--- config.mk ---
export PLATFORM = sky130hd
export DESIGN_NAME = ophd_interrupt_scheduler
export DESIGN_NICKNAME = d
export VERILOG_FILES = /design/src/rtl/ophd_interrupt_scheduler.sv
export SDC_FILE = /design/constraint.sdc
export NUM_CORES = 1
export LEC_CHECK = 0
export CORE_MARGIN = 5
export CORE_UTILIZATION = 30
export CTS_BUF_LIST = sky130_fd_sc_hd__clkbuf_8
export CTS_CLUSTER_SIZE = 8
export DETAILED_ROUTE_END_ITERATION = 16
export DONT_BUFFER_PORTS = 1
export GPL_TIMING_DRIVEN = 1
export SLEW_MARGIN = 10
export SYNTH_ARGS = -nofsm -noshare
export SYNTH_HDL_FRONTEND = slang
export SYNTH_SLANG_ARGS = --single-unit
--- constraint.sdc ---
create_clock -name CLK -period 3.1 [get_ports CLK]
set_input_delay 0.31 -clock CLK [delete_from_list [all_inputs] [get_ports CLK]]
set_output_delay 0.31 -clock CLK [all_outputs]
set_load 0.02 [all_outputs]
--- src/rtl/ophd_interrupt_scheduler.sv ---
// Interrupt/halt state keeper for the ophd decoders: input synchronisers, NMI edge latch,
// IFF1/IFF2/CNMI/LHALT/IM state, and the per-instruction NMI/INT handling window.
module ophd_interrupt_scheduler #(
  parameter int         SYNC_STAGES = 2,
  parameter logic [1:0] IM_RESET    = 2'd0
) (
  input  logic       CLK,
  input  logic       not_reset,
  input  logic       NMI_n,
  input  logic       INT_n,
  input  logic       m1_boundary,
  input  logic       handle_done,
  input  logic       exec_EI,
  input  logic       exec_DI,
  input  logic       exec_RETN,
  input  logic       exec_HALT,
  input  logic       exec_IM,
  input  logic [1:0] im_val,
  input  logic       P2_Set_CNMI,
  input  logic       P2_Reset_TNMI,
  input  logic       P2_Reset_LHALT,
  input  logic       P2_EvacuateIFF,
  input  logic       P2_Reset_IFF1,
  input  logic       P2_Reset_IFF2,
  output logic       TNMI,
  output logic       not_enable_nmi,
  output logic       int_request,
  output logic       IFF1,
  output logic       IFF2,
  output logic       CNMI,
  output logic       LHALT,
  output logic       HALT_n,
  output logic [1:0] IM
);

  logic [SYNC_STAGES-1:0] nmi_sync_q, int_sync_q;
  logic nmi_prev_q;
  logic nmi_s, int_s, nmi_edge, window;

  logic       tnmi_q, tnmi_d;
  logic       busy_q, busy_d;
  logic       ei_shadow_q, ei_shadow_d;
  logic       iff1_q, iff1_d, iff2_q, iff2_d;
  logic       cnmi_q, cnmi_d;
  logic       lhalt_q, lhalt_d;
  logic       halt_n_q;
  logic [1:0] im_q, im_d;

  // Sync chains idle high so release from reset never looks like an NMI edge.
  always_ff @(posedge CLK or negedge not_reset) begin
    if (!not_reset) begin
      nmi_sync_q <= '1;
      int_sync_q <= '1;
      nmi_prev_q <= 1'b1;
    end else begin
      nmi_sync_q <= {nmi_sync_q[SYNC_STAGES-2:0], NMI_n};
      int_sync_q <= {int_sync_q[SYNC_STAGES-2:0], INT_n};
      nmi_prev_q <= nmi_sync_q[SYNC_STAGES-1];
    end
  end

  assign nmi_s    = nmi_sync_q[SYNC_STAGES-1];
  assign int_s    = int_sync_q[SYNC_STAGES-1];
  assign nmi_edge = nmi_prev_q & ~nmi_s;

  assign window         = m1_boundary & ~busy_q;
  assign not_enable_nmi = ~window;
  assign int_request    = ~int_s & iff1_q & ~ei_shadow_q & tnmi_q;

  always_comb begin
    tnmi_d      = tnmi_q;
    busy_d      = busy_q;
    ei_shadow_d = ei_shadow_q;
    iff1_d      = iff1_q;
    iff2_d      = iff2_q;
    cnmi_d      = cnmi_q;
    lhalt_d     = lhalt_q;
    im_d        = im_q;

    if (nmi_edge)           tnmi_d = 1'b0;
    else if (P2_Reset_TNMI) tnmi_d = 1'b1;

    if (handle_done)                          busy_d = 1'b0;
    else if (window && (!tnmi_q || int_request)) busy_d = 1'b1;

    if (exec_EI)          ei_shadow_d = 1'b1;
    else if (m1_boundary) ei_shadow_d = 1'b0;

    // Decoder strobes override any instruction-driven IFF change in the same cycle.
    if (P2_Reset_IFF1 || P2_EvacuateIFF || P2_Reset_IFF2) begin
      if (P2_EvacuateIFF)     iff2_d = iff1_q;
      else if (P2_Reset_IFF2) iff2_d = 1'b0;
      if (P2_Reset_IFF1)      iff1_d = 1'b0;
    end else if (exec_DI) begin
      iff1_d = 1'b0;
      iff2_d = 1'b0;
    end else if (exec_EI) begin
      iff1_d = 1'b1;
      iff2_d = 1'b1;
    end else if (exec_RETN) begin
      iff1_d = iff2_q;
    end

    if (P2_Set_CNMI)    cnmi_d = 1'b1;
    else if (exec_RETN) cnmi_d = 1'b0;

    if (P2_Reset_LHALT) lhalt_d = 1'b0;
    else if (exec_HALT) lhalt_d = 1'b1;

    if (exec_IM && im_val != 2'd3) im_d = im_val;
  end

  always_ff @(posedge CLK or negedge not_reset) begin
    if (!not_reset) begin
      tnmi_q      <= 1'b1;
      busy_q      <= 1'b0;
      ei_shadow_q <= 1'b0;
      iff1_q      <= 1'b0;
      iff2_q      <= 1'b0;
      cnmi_q      <= 1'b0;
      lhalt_q     <= 1'b0;
      halt_n_q    <= 1'b1;
      im_q        <= IM_RESET;
    end else begin
      tnmi_q      <= tnmi_d;
      busy_q      <= busy_d;
      ei_shadow_q <= ei_shadow_d;
      iff1_q      <= iff1_d;
      iff2_q      <= iff2_d;
      cnmi_q      <= cnmi_d;
      lhalt_q     <= lhalt_d;
      halt_n_q    <= ~lhalt_q;
      im_q        <= im_d;
    end
  end

  assign TNMI   = tnmi_q;
  assign IFF1   = iff1_q;
  assign IFF2   = iff2_q;
  assign CNMI   = cnmi_q;
  assign LHALT  = lhalt_q;
  assign HALT_n = halt_n_q;
  assign IM     = im_q;

endmodule

==> reports/results.tsv <==
stage	metric	value	unit
placement	dp_hpwl	785	um
sta	tightestPinTransition	622	ps
synthesis	synth-seq-cells	15	
placement	globalplace.congestion	0.570	
min_path	worst_hold_path_type	in2reg	
synthesis	synth_simple_gate_area_frac	0.143	
floorplanning	core	1750	sq um
finish	multiInputGateArea	145	sq um
floorplanning	chipWidth	52.9	um
synthesis	syn_inst	47	
grt	antenna_found_initial	0	
finish	syn2layout_area_growth	16.3	%
floorplanning	die_h	52.9	um
clock_network	cts_max_level	1	
pwr	p_leak	0.000285	uW
placement	preCtsSetupSlack	1590	ps
finish	layout-drive-gt1-share	0.231	
grt	grt_pass1_wl	1320	um
floorplanning	initial_core_util	0.316	
finish	final_common_cell	nor2_1	
route	vias_per_cell	4.40	
sta	fin_crit	1760	ps
clock_network	insertion_delay	240	ps
synthesis	synth_cell_types	14	
finish	final_cell_mix	nor2_1, dfrtp_1, dfstp_2	
sta	setup-violations-final	0	
run	cap_violations	0	
setup_path	slowest_delay	490	ps
route	post_drt_wl_per_cell	12.4	um
finish	fin_cells	77	
pwr	ir_drop	0.000445	V
route	dr_total_vias	339	
sta	min_period_over_period	0.567	
route	ant_nets	0	
floorplanning	rows	15	
setup_path	path_class	reg2out	
pwr	clkPwrFrac	0.382	
placement	place_area	583	sq um
finish	diodes	0	
grt	grtUsageTotal	0.0676	
synthesis	synth-compound-area-share	0.120	
sta	hold_violations	0	
sta	hold_ws	56.5	ps
pwr	p_int	313	uW
grt	grt_start_max_net_pins	16	
setup_path	crit_chain	or3b_1 > nor2_1	
setup_path	worst-path-max-fanout	4	
setup_path	end_kind	output pin	
pwr	switching_share	0.235	
pwr	seqPwrFrac	0.566	
synthesis	synth_mux_area_frac	0	
floorplanning	dieArea	2800	sq um
route	drt_first_iter_violations	2	
outcome	outcome	finished clean	
clock_network	clkTransAtPathRegs	60	ps
route	firstDrtPassIters	2	
setup_path	cp_slowest_cell	dfrtp_1	
placement	port_buffers	0	
sta	timing.clock.skew	5.20	ps
pwr	power_density	637	nW/um^2
clock_network	cts_buffer_depth	2	
synthesis	seq_area_frac_synth	0.696	
placement	dp_cells	72	
finish	fillCellCount	174	
setup_path	critPathRequiredTime	2790	ps
clock_network	cts-root-buf	clkbuf_8	
sta	maxSlewViolCount	0	
synthesis	synth_adder_area_share	0	
sta	rsz0062_at_grt	false	
route	drt_wl_total	955	um
finish	regArea	384	sq um
synthesis	syn-num-nets	66	
clock_network	cts_tree	done	
pwr	combPwrFrac	0.051	
sta	finalSetupTns	0	ps
synthesis	syn_area	552	sq um
synthesis	synth_top_family_by_area	simple AND/OR/NAND/NOR gates	
sta	fmax	569	MHz
clock_network	postCtsSetupBuffers	0	
synthesis	yosys.area_share.xor_xnor	0	
sta	worst_slack	1340	ps
finish	fin_area	642	sq um
grt	grt_pass1_vias	321	
grt	gr-total-overflow	0	
setup_path	crit_arrival	1450	ps
synthesis	yosys_warnings	0	
clock_network	clkSinkCount	15	
clock_network	cts_made_buffers	3	
pwr	switching_power	96.2	uW
floorplanning	io_pins	29	
synthesis	avgSynthCellArea	11.7	sq um
route	drc	0	
sta	slew_headroom	0.584	
setup_path	start_kind	register	
finish	layout.nets	72	
[final timing paths]
check	from	endpoint	slack (ps)	depth (start not counted)
max	IFF1$_DFFE_PN0P_	int_request	1340	2
min	NMI_n	nmi_sync_q[0]$_DFF_PN1_	60	0
max reg2reg	IFF1$_DFFE_PN0P_	busy_q$_DFFE_PN0P_	1870	3
min reg2reg	nmi_sync_q[0]$_DFF_PN1_	nmi_sync_q[1]$_DFF_PN1_	360	0
max in group asynchronous	not_reset	IFF1$_DFFE_PN0P_	2170	1
min in group asynchronous	not_reset	LHALT$_DFFE_PN0P_	520	1
[per-layer routing]
layer,vias to the layer above,GRT usage,wire length [um]
met5,-,0,0
met4,0,0,0
met3,0,0.0732,135
met2,21,0.0971,440
met1,155,0.0719,379
li1,163,-,-
[sequential cells by signal (all words and copies together), names as in the netlist]
signal,count
CNMI,1
HALT_n,1
LHALT,1
TNMI,1
IFF1,1
nmi_sync_q,2
IM,2
nmi_prev_q,1
IFF2,1
busy_q,1
int_sync_q,2
ei_shadow_q,1
[timing repair]
action,CTS,global route
hold buffers,1,0
endpoints found under the hold margin,15,0
resized for setup,0,0
[logic make-up after synthesis]
kind of cell,count (synthesis)
DFF,15
AOI/OAI and AO/OA,10
and+or+nand+nor,16
buffers and inverters,6
[cell usage after synthesis]
| cell type | instances | area [sq um] |
|---|---|---|
| a21o_1 | 2 | 15.0 |
| a21oi_1 | 5 | 25.0 |
| dfrtp_1 | 8 | 200 |
| dfstp_2 | 7 | 184 |
| inv_1 | 6 | 22.5 |
| nand2_1 | 1 | 3.75 |
| nand2b_1 | 1 | 6.26 |
| nor2_1 | 9 | 33.8 |
| nor2b_1 | 3 | 18.8 |
| o21ba_2 | 1 | 10.0 |
| o31ai_1 | 1 | 7.51 |
| o41ai_1 | 1 | 8.76 |
| or3b_1 | 1 | 8.76 |
| or4_1 | 1 | 7.51 |
[power groups by stage]
stage / logic [uW] / registers (uW) / clock network, uW
2_1_floorplan: 15.0 / 232 / 0
3_3_place_gp: 16.1 / 235 / 0
3_5_place_dp: 17.5 / 235 / 0
4_1_cts: 21.9 / 232 / 163
5_1_grt: 24.3 / 234 / 172
6_report: 21.0 / 232 / 156
[area by class of cell]
| type | instances | share of cell area |
|---|---|---|
| inverter | 6 | 0.0351 |
| clock buffer | 3 | 0.0643 |
| sequential | 15 | 0.598 |
| timing repair buffer | 1 | 0.0156 |
| clock inverter | 1 | 0.0117 |
| tap | 25 | 0.0487 |
| multi-input combinational | 26 | 0.226 |
[per-stage QoR]
stage / power, uW / util
after floorplan: 247 / -
after global placement: 251 / 0.334
after detailed placement: 253 / 0.334
after CTS: 417 / 0.368
after global routing: 429 / 0.368
final: 409 / 0.368
[critical path: cells and delay by family (launching register included)]
kind             cells  cell delay, ps
and+or+nand+nor      2             710
DFF                  1             490
No activity file was read; power rests on OpenSTA's default activity.
